File: src/rtl/mips_pkg.sv
// Shared MIPS core definitions: multiply/divide opcode encoding and the
// state encoding of the iterative mul/div sequencer.
package mips_pkg;

  typedef enum logic [1:0] {
    MD_MULT  = 2'd0,
    MD_MULTU = 2'd1,
    MD_DIV   = 2'd2,
    MD_DIVU  = 2'd3
  } md_op_t;

  typedef logic [1:0] md_state_t;

  localparam md_state_t MD_IDLE = 2'd0;
  localparam md_state_t MD_CALC = 2'd1;
  localparam md_state_t MD_FIX  = 2'd2;
  localparam md_state_t MD_DONE = 2'd3;

endpackage

File: src/rtl/muldiv_step.sv
// One radix-2 iteration: shift-add for multiply, restoring shift-subtract
// for divide. The accumulator holds {hi_half, lo_half} for both operations.
module muldiv_step #(
  parameter int WIDTH = 32
) (
  input  logic                 is_div,
  input  logic [2*WIDTH-1:0]   acc_in,
  input  logic [WIDTH-1:0]     operand,
  output logic [2*WIDTH-1:0]   acc_out
);

  logic [WIDTH:0]   sum;
  logic [WIDTH:0]   shifted;
  logic [WIDTH-1:0] diff;
  logic [WIDTH-1:0] rem;
  logic             ge;
  logic [2*WIDTH-1:0] mult_out;
  logic [2*WIDTH-1:0] div_out;

  // Multiply: low half carries the remaining multiplier bits, product grows from the top.
  assign sum      = {1'b0, acc_in[2*WIDTH-1:WIDTH]} + {1'b0, operand};
  assign mult_out = acc_in[0] ? {sum, acc_in[WIDTH-1:1]}
                              : {1'b0, acc_in[2*WIDTH-1:WIDTH], acc_in[WIDTH-1:1]};

  // Divide: remainder lives in the high half, dividend shifts out / quotient shifts in below.
  assign shifted = {acc_in[2*WIDTH-1:WIDTH], acc_in[WIDTH-1]};
  assign ge      = (shifted >= {1'b0, operand});
  assign diff    = shifted[WIDTH-1:0] - operand;
  assign rem     = ge ? diff : shifted[WIDTH-1:0];
  assign div_out = {rem, acc_in[WIDTH-2:0], ge};

  assign acc_out = is_div ? div_out : mult_out;

endmodule

File: src/rtl/muldiv_sequencer.sv
// Iterative MULT/MULTU/DIV/DIVU engine owning HI/LO; stalls the pipeline
// while an operation is in flight.
module muldiv_sequencer
  import mips_pkg::*;
#(
  parameter int WIDTH = 32,
  parameter int CNT_W = $clog2(WIDTH) + 1
) (
  input  logic             clk,
  input  logic             rst_b,
  input  logic             start,
  input  logic [1:0]       op,
  input  logic [WIDTH-1:0] rs_val,
  input  logic [WIDTH-1:0] rt_val,
  input  logic             abort,
  input  logic             read_hilo,
  output logic             busy,
  output logic             done,
  output logic             stall,
  output logic [WIDTH-1:0] hi,
  output logic [WIDTH-1:0] lo
);

  md_state_t          state_reg;
  logic [CNT_W-1:0]   cnt_reg;
  logic [2*WIDTH-1:0] acc_reg;
  logic [2*WIDTH-1:0] acc_next;
  logic [WIDTH-1:0]   opnd_reg;
  logic               is_div_reg;
  logic               neg_res_reg;
  logic               neg_rem_reg;
  logic [WIDTH-1:0]   hi_reg;
  logic [WIDTH-1:0]   lo_reg;

  md_op_t           op_e;
  logic             in_div;
  logic             in_signed;
  logic [WIDTH-1:0] mag_a;
  logic [WIDTH-1:0] mag_b;

  assign op_e      = md_op_t'(op);
  assign in_div    = (op_e == MD_DIV) || (op_e == MD_DIVU);
  assign in_signed = (op_e == MD_MULT) || (op_e == MD_DIV);
  assign mag_a     = (in_signed && rs_val[WIDTH-1]) ? -rs_val : rs_val;
  assign mag_b     = (in_signed && rt_val[WIDTH-1]) ? -rt_val : rt_val;

  muldiv_step #(.WIDTH(WIDTH)) u_step (
    .is_div  (is_div_reg),
    .acc_in  (acc_reg),
    .operand (opnd_reg),
    .acc_out (acc_next)
  );

  // Sign fixup applied in FIX to the unsigned magnitude result.
  logic [2*WIDTH-1:0] prod_fix;
  logic [WIDTH-1:0]   quot_fix;
  logic [WIDTH-1:0]   rem_fix;

  assign prod_fix = neg_res_reg ? -acc_reg : acc_reg;
  assign quot_fix = neg_res_reg ? -acc_reg[WIDTH-1:0] : acc_reg[WIDTH-1:0];
  assign rem_fix  = neg_rem_reg ? -acc_reg[2*WIDTH-1:WIDTH] : acc_reg[2*WIDTH-1:WIDTH];

  always_ff @(posedge clk or negedge rst_b) begin
    if (!rst_b) begin
      state_reg   <= MD_IDLE;
      cnt_reg     <= '0;
      acc_reg     <= '0;
      opnd_reg    <= '0;
      is_div_reg  <= 1'b0;
      neg_res_reg <= 1'b0;
      neg_rem_reg <= 1'b0;
      hi_reg      <= '0;
      lo_reg      <= '0;
    end else begin
      case (state_reg)
        MD_IDLE: begin
          if (start && !abort) begin
            if (in_div && (rt_val == '0)) begin
              hi_reg    <= rs_val;
              lo_reg    <= '1;
              state_reg <= MD_DONE;
            end else begin
              // Multiplier (mult) or dividend (div) seeds the low half.
              acc_reg     <= {{WIDTH{1'b0}}, (in_div ? mag_a : mag_b)};
              opnd_reg    <= in_div ? mag_b : mag_a;
              is_div_reg  <= in_div;
              neg_res_reg <= in_signed && (rs_val[WIDTH-1] ^ rt_val[WIDTH-1]);
              neg_rem_reg <= in_signed && in_div && rs_val[WIDTH-1];
              cnt_reg     <= '0;
              state_reg   <= MD_CALC;
            end
          end
        end
        MD_CALC: begin
          if (abort) begin
            state_reg <= MD_IDLE;
          end else begin
            acc_reg <= acc_next;
            cnt_reg <= cnt_reg + CNT_W'(1);
            if (cnt_reg == CNT_W'(WIDTH - 1))
              state_reg <= MD_FIX;
          end
        end
        MD_FIX: begin
          if (abort) begin
            state_reg <= MD_IDLE;
          end else begin
            if (is_div_reg) begin
              hi_reg <= rem_fix;
              lo_reg <= quot_fix;
            end else begin
              hi_reg <= prod_fix[2*WIDTH-1:WIDTH];
              lo_reg <= prod_fix[WIDTH-1:0];
            end
            state_reg <= MD_DONE;
          end
        end
        default: state_reg <= MD_IDLE;
      endcase
    end
  end

  assign busy  = (state_reg != MD_IDLE);
  assign done  = (state_reg == MD_DONE);
  assign stall = (state_reg == MD_CALC) || (state_reg == MD_FIX) ||
                 (read_hilo && busy && (state_reg != MD_DONE));
  assign hi    = hi_reg;
  assign lo    = lo_reg;

endmodule
File: config.mk
export PLATFORM = sky130hd
export DESIGN_NAME = muldiv_sequencer
export DESIGN_NICKNAME = d
export VERILOG_FILES = /design/src/rtl/mips_pkg.sv /design/src/rtl/muldiv_step.sv /design/src/rtl/muldiv_sequencer.sv
export SDC_FILE = /design/constraint.sdc
export NUM_CORES = 1
export LEC_CHECK = 0
export CAP_MARGIN = 0
export CORE_MARGIN = 3
export CORE_UTILIZATION = 40
export CTS_CLUSTER_SIZE = 25
export DETAILED_ROUTE_END_ITERATION = 7
export GPL_TIMING_DRIVEN = 0
export SLEW_MARGIN = 5
export SYNTH_ARGS = -nofsm -noshare
export SYNTH_HDL_FRONTEND = slang
export SYNTH_SLANG_ARGS = --single-unit
File: constraint.sdc
create_clock -name clk -period 9.37 [get_ports clk]
set_input_delay 1.4055 -clock clk [delete_from_list [all_inputs] [get_ports clk]]
set_output_delay 1.4055 -clock clk [all_outputs]
set_load 0.05 [all_outputs]
==> results of run 1 <==
stage by stage:
step           hold slack, ns  total power [uW]  instance area (sq um)  TNS, ns
3_5_place_dp            0.465              6350                  17400        0
2_1_floorplan           0.475              4750                  15300        0
6_report                0.469              7200                  17900        0
3_3_place_gp            0.455              6300                  17300   -76.60
5_1_grt                 0.501              7700                  17900        0
4_1_cts                 0.483              7110                  17900        0
worst max-delay path: cells and delay by family (launching register included):
family / cells / cell delay (ns)
AOI/OAI and AO/OA: 3 / 1.28
buffers and inverters: 3 / 1.24
and+or+nand+nor: 3 / 1.17
muxes: 1 / 0.42
DFF: 1 / 0.36
adders and majority gates: 1 / 0.29
xor gates and xnor gates: 1 / 0.23
power by group through the flow:
stage	Sequential [uW]	Combinational (uW)	Clock, uW
finish	1450	5010	737
floorplan	1690	3060	0
CTS	1450	4920	739
global placement	1450	4850	0
global route	1490	5430	771
detailed placement	1460	4890	0
cells by family (layout without fill, tap and decap cells):
family                     count (synthesis)  in the layout
adders and majority gates                 75             75
xor gates and xnor gates                 175            175
and+or+nand+nor                          651            651
buffers and inverters                    200            368
muxes                                     60             60
AOI/OAI and AO/OA                        670            670
DFF                                      171            171
layout make-up:
cell class                      count  area [sq um]
Fill cell                        3772         19800
Clock buffer                       21           480
Timing Repair Buffer              136          1380
Inverter                           63           236
Tap cell                          511           639
Buffer                            137           542
Multi-Input combinational cell   1631         10300
Sequential cell                   171          4280
Clock inverter                     11           110
path summary, 6_finish.rpt:
check                                         endpoint  slack, ns  cells past startpoint
worst max register to register      hi[18]$_DFFE_PN0P_       4.23                     12
worst min-delay path                 hi[1]$_DFFE_PN0P_       0.47                      2
max in group asynchronous       cnt_reg[0]$_DFFE_PN0P_       7.52                      2
worst min register to register       hi[1]$_DFFE_PN0P_       0.47                      2
min in group asynchronous            lo[5]$_DFFE_PN0P_       0.92                      1
worst max-delay path                hi[18]$_DFFE_PN0P_       4.23                     12
metal layers:
layer,wire length (um),global-route usage [%]
met4,1990,8.72
met5,13,0
met2,27300,46.3
met3,5890,7.73
met1,28100,42.6
layout by cell type (no fill, tap or decap), drive strengths merged, types with 31 or more instances in the layout:
cell type,synthesis,layout
a211oi,49,49
a21o,35,35
a21oi,186,186
a31oi,39,39
buf,30,32
clkbuf,107,128
clkdlybuf4s50,0,134
dfrtp,171,171
ha,73,73
inv,62,65
mux2,34,34
nand2,265,265
nor2,172,172
nor3,31,31
o21ai,204,204
o31ai,33,33
xnor2,88,88
xor2,87,87
==> flow_summary.yaml, run 1 <==
status:
  status: "finished, final reports clean"
setup_path:
  path_class: "reg -> reg"
  slowest_delay_ns: 0.90
  cp-end-kind: "flip-flop"
  crit_path_cell_trace: "clkbuf_1, inv_1, clkbuf_1, ha_1, nand2b_1, nor4_1, nand3b_1, o21ai_0, o21ai_0, xor2_1, mux2i_1, o21ai_0"
  startpoint: "acc_reg[0]$_DFFE_PN0P_"
  required_ns: 9.68
  r2r-start: "acc_reg[0]$_DFFE_PN0P_"
  setup.worst_path.start_class: "flip-flop"
  crit_fanout: 10
  cpMaxStageDelayCell: "o21ai_0"
  crit_arrival_ns: 5.45
  crit_path_frequent_cell: "o21ai_0"
sta:
  relSlewSlack_pct: 22.4
  setup_viol: 0
  setup_ws_ns: 4.23
  worst_slew_pin_slew_ns: 1.15
  hold_violations: 0
  slew_viol_final: 0
  max_freq_mhz: 195
  rsz0062_at_grt: "false"
  fin_skew_ns: 0.0139
  fin_crit_ns: 5.14
  finalCritPeriodShare_pct: 54.9
worst_hold_path:
  min_from: "hi[1]$_DFFE_PN0P_"
  worstHoldPathType: "reg -> reg"
pwr:
  intPower_uw: 3200
  swShare_pct: 55.5
  powerDensity_nw_per_um2: 401
  pwr-share-clk_pct: 10.2
  p_comb_share_pct: 69.6
  sequentialPowerShare_pct: 20.2
  leakagePower_uw: 0.00730
  ir_drop_mv: 0.217
  power.net_switching_uw: 4000
cells_and_area:
  finalNonFillerCells: 2681
  largest_reg_flops: 64
  synthToLayoutAreaGrowth_pct: 17.1
  drive_above_1_share_pct: 5.02
  fin_nets: 2303
  antenna_cells: 0
  fin_util_pct: 47.5
logic_synthesis:
  synth-simple-area-share_pct: 19.5
  syn-mean-instance-area_sq_um: 7.66
  netlist_top_cells_count: "nand2_1 (265), a21oi_1 (185), dfrtp_1 (171), nor2_1 (171), o21ai_0 (145)"
  synth-compound-area-share_pct: 27.1
  synth_top_area_cell: "dfrtp_1"
  netlist_instances: 2002
  synth_seq_cells: 171
  yosys.area_share.xor_xnor_pct: 10.0
  synth_edf_count: 0
  synthMuxAreaShare_pct: 4.20
  synth_top_family_by_area: "compound AO/OA/AOI/OAI gates"
  yosys.area_share.adder_pct: 6.22
  synthesis.nets: 2148
  synth_top_area_share_pct: 27.9
  ys_seq_area_share_pct: 27.9
  synthArstFlopShare_pct: 100
  synth_ff_type: "dfrtp_1"
  synth.most_common_cell: "nand2_1"
  syn_area_sq_um: 15300
  yosys_warnings: 0
  synth.area.top_cells: "dfrtp_1 (28%), nand2_1 (6.5%), a21oi_1 (6.0%)"
  synthDistinctLibCells: 74
routing:
  wirelength_um: 63300
  initialDrtViolationCount: 1705
  vias: 16200
  post_drt_via_cell_ratio: 6.04
  routedWlPerCell_um: 23.6
  dr.pass1.iters: 8
  ant_nets: 0
  drc: 0
grt:
  antenna_found_initial: 2
  track_usage_pct: 30.4
  grt_max_degree: 89
  first_global_vias: 15000
  grt_pass1_wl_um: 94300
  gr-total-overflow: 0
floorplan:
  core-area_sq_um: 37800
  dieArea_sq_um: 40700
  die_x_um: 202
  dieHeight_um: 202
  io_pins: 138
  start_util_pct: 40.6
  std_cell_rows: 71
job:
  drv_cap: 0
clock_network:
  hold_buffers: 0
  max-clock-path-buffers: 2
  cts_root_buffer: "clkbuf_16"
  cts_resized: 0
  cts_num_sinks: 171
  cts_buffers: 17
  cts_tree: "yes"
  clk_pin_slew_ns: 0.07
  insertion_delay_ns: 0.45
  post_cts_buffers: 0
  htreeDepth: 4
place:
  dp_cells: 2649
  pre_cts_ws_ns: 4.07
  numPortBuffers: 135
  dp_hpwl_um: 50600
  place.gp.congestion: 1.01
No activity file was read; power rests on OpenSTA's default activity.
==> run 2, diff against run 1 <==
==> constraint.sdc (replaced) <==
create_clock -name clk -period 5.2 [get_ports clk]
set_input_delay 0.78 -clock clk [delete_from_list [all_inputs] [get_ports clk]]
set_output_delay 0.78 -clock clk [all_outputs]
set_load 0.05 [all_outputs]
==> flow_summary.yaml, run 2 (synthesis gave the netlist of run 1 again) <==
status:
  status: "finished, final reports clean"
place:
  numPortBuffers: 135
  dp_hpwl_um: 50600
  placed_area_sq_um: 17400
  place.gp.congestion: 1.01
pwr:
  powerDensity_nw_per_um2: 723
  p_comb_share_pct: 69.6
  sequentialPowerShare_pct: 20.2
  leakagePower_uw: 0.00730
  ir_drop_mv: 0.391
  pwr-share-clk_pct: 10.2
  intPower_uw: 5770
  swShare_pct: 55.5
  power.net_switching_uw: 7200
  finalPower_uw: 13000
routing:
  met1_length_um: 28100
  routedWlPerCell_um: 23.6
  vias: 16200
  drc: 0
  wirelength_um: 63300
  met2_length_um: 27300
  top_layer: "met5"
  route.met3.wl_um: 5890
  ant_nets: 0
  dr.pass1.iters: 8
  post_drt_via_cell_ratio: 6.04
  initialDrtViolationCount: 1705
sta:
  hold_violations: 0
  setup_viol: 0
  max_freq_mhz: 201
  slew_viol_final: 0
  fin_skew_ns: 0.0139
  worst_slew_pin_slew_ns: 1.15
  relSlewSlack_pct: 22.4
  finalCritPeriodShare_pct: 95.5
  rsz0062_at_grt: "false"
  fin_crit_ns: 4.97
floorplan:
  io_pins: 138
  std_cell_rows: 71
  die_x_um: 202
  dieHeight_um: 202
  dieArea_sq_um: 40700
  start_util_pct: 40.6
  core-area_sq_um: 37800
setup_path:
  r2r-start: "acc_reg[0]$_DFFE_PN0P_"
  crit_path_frequent_cell: "clkbuf_1"
  cp-end-kind: "flip-flop"
  crit_path_cell_trace: "clkbuf_1, inv_1, clkbuf_1, ha_1, nand2b_1, nor4_1, nand3b_1, nor2_2, nor2_1, o41ai_1, xnor2_1, nand2_1, o21ai_0, o21ai_1"
  required_ns: 5.50
  crit_buf_inv: 3
  r2r_end: "hi[30]$_DFFE_PN0P_"
  r2r_cells: 14
  crit_fanout: 10
  slowest_delay_ns: 0.62
  path_class: "reg -> reg"
  cpMaxStageDelayCell: "clkbuf_1"
  setup.worst_path.start_class: "flip-flop"
  crit_arrival_ns: 5.26
  r2r_setup_slack_ns: 0.23
  critPathTopFamily: "simple AND/OR/NAND/NOR gates"
  critical_path_depth: 14
job:
  drv_cap: 0
cells_and_area:
  stdcell_area_sq_um: 17900
  antenna_cells: 0
  final_common_cell: "nand2_1"
  drive_above_1_share_pct: 5.02
  synthToLayoutAreaGrowth_pct: 17.1
  fin_nets: 2303
  layout_common_cells: "nand2_1 (265), a21oi_1 (185), nor2_1 (171), dfrtp_1 (171), o21ai_0 (144)"
  largest_reg_flops: 64
grt:
  grt_max_degree: 89
  grt_pass1_wl_um: 94300
  track_usage_pct: 30.4
  antenna_found_initial: 2
  gr-total-overflow: 0
  first_global_vias: 15000
clock_network:
  hold_buffers: 0
  cts_buffers: 17
  cts_root_buffer: "clkbuf_16"
  post_cts_buffers: 0
  cts_num_sinks: 171
  htreeDepth: 4
  max-clock-path-buffers: 2
  cts_tree: "yes"
  insertion_delay_ns: 0.45
  clk_pin_slew_ns: 0.07
worst_hold_path:
  worstHoldPathType: "in -> async"
==> run 2: cell count changes in the layout (fill, tap and decap cells not counted) <==
cell / delta
o21ai_0: -1
o21ai_1: +1
==> run 2: cell type report <==
| cell class | instances | area, sq um |
|---|---|---|
| inverters | 63 | 236 |
| clock inverters | 11 | 110 |
| flip-flops and latches | 171 | 4280 |
| fillers | 3772 | 19800 |
| multi-input cells | 1631 | 10300 |
| repair buffers | 136 | 1380 |
| well taps | 511 | 639 |
| clock buffers | 21 | 480 |
| plain buffers | 137 | 542 |
==> run 2: worst max path at each step <==
stage | slack [ns] | end | from
detailed placement | 0.35 | hi[18]$_DFFE_PN0P_ | acc_reg[0]$_DFFE_PN0P_
global route | 0.07 | hi[30]$_DFFE_PN0P_ | acc_reg[0]$_DFFE_PN0P_
finish | 0.23 | hi[30]$_DFFE_PN0P_ | acc_reg[0]$_DFFE_PN0P_
global placement | -4.01 | acc_reg[57]$_DFFE_PN0P_ | rst_b
floorplan | 1.71 | acc_reg[27]$_DFFE_PN0P_ | rt_val[9]
CTS | 0.32 | hi[18]$_DFFE_PN0P_ | acc_reg[0]$_DFFE_PN0P_
==> run 2: power by group through the flow <==
stage	logic [uW]	registers, uW	clock network (uW)
floorplan	5520	3050	0
global placement	8740	2610	0
detailed placement	8810	2630	0
CTS	8870	2610	1330
global route	9790	2690	1390
finish	9030	2620	1330
==> run 2: through the flow <==
| step | setup WS, ns | hold WS [ns] | util, % | TNS (ns) | cells |
|---|---|---|---|---|---|
| after detailed placement | 0.354 | 0.465 | 46.0 | 0 | 2649 |
| after global placement | -4.01 | 0.455 | 45.9 | -682.71 | 2648 |
| final | 0.234 | 0.297 | 47.5 | 0 | 2681 |
| after global routing | 0.0706 | 0.343 | 47.5 | 0 | 2681 |
| after floorplan | 1.71 | 0.475 | - | 0 | 2002 |
| after CTS | 0.317 | 0.330 | 47.5 | 0 | 2681 |
==> run 2: repair_timing <==
action | 4_1_cts | 5_1_grt
gates resized for setup | 0 | 1
endpoints found under the hold margin | 0 | 0
endpoints found under the setup margin | 0 | 1
==> run 2: layer usage <==
metal / global-route usage (%) / up-vias
met2: 46.3 / 727
met5: 0 / -
li1: - / 7504
met4: 8.72 / 2
met1: 42.6 / 7868
met3: 7.73 / 102
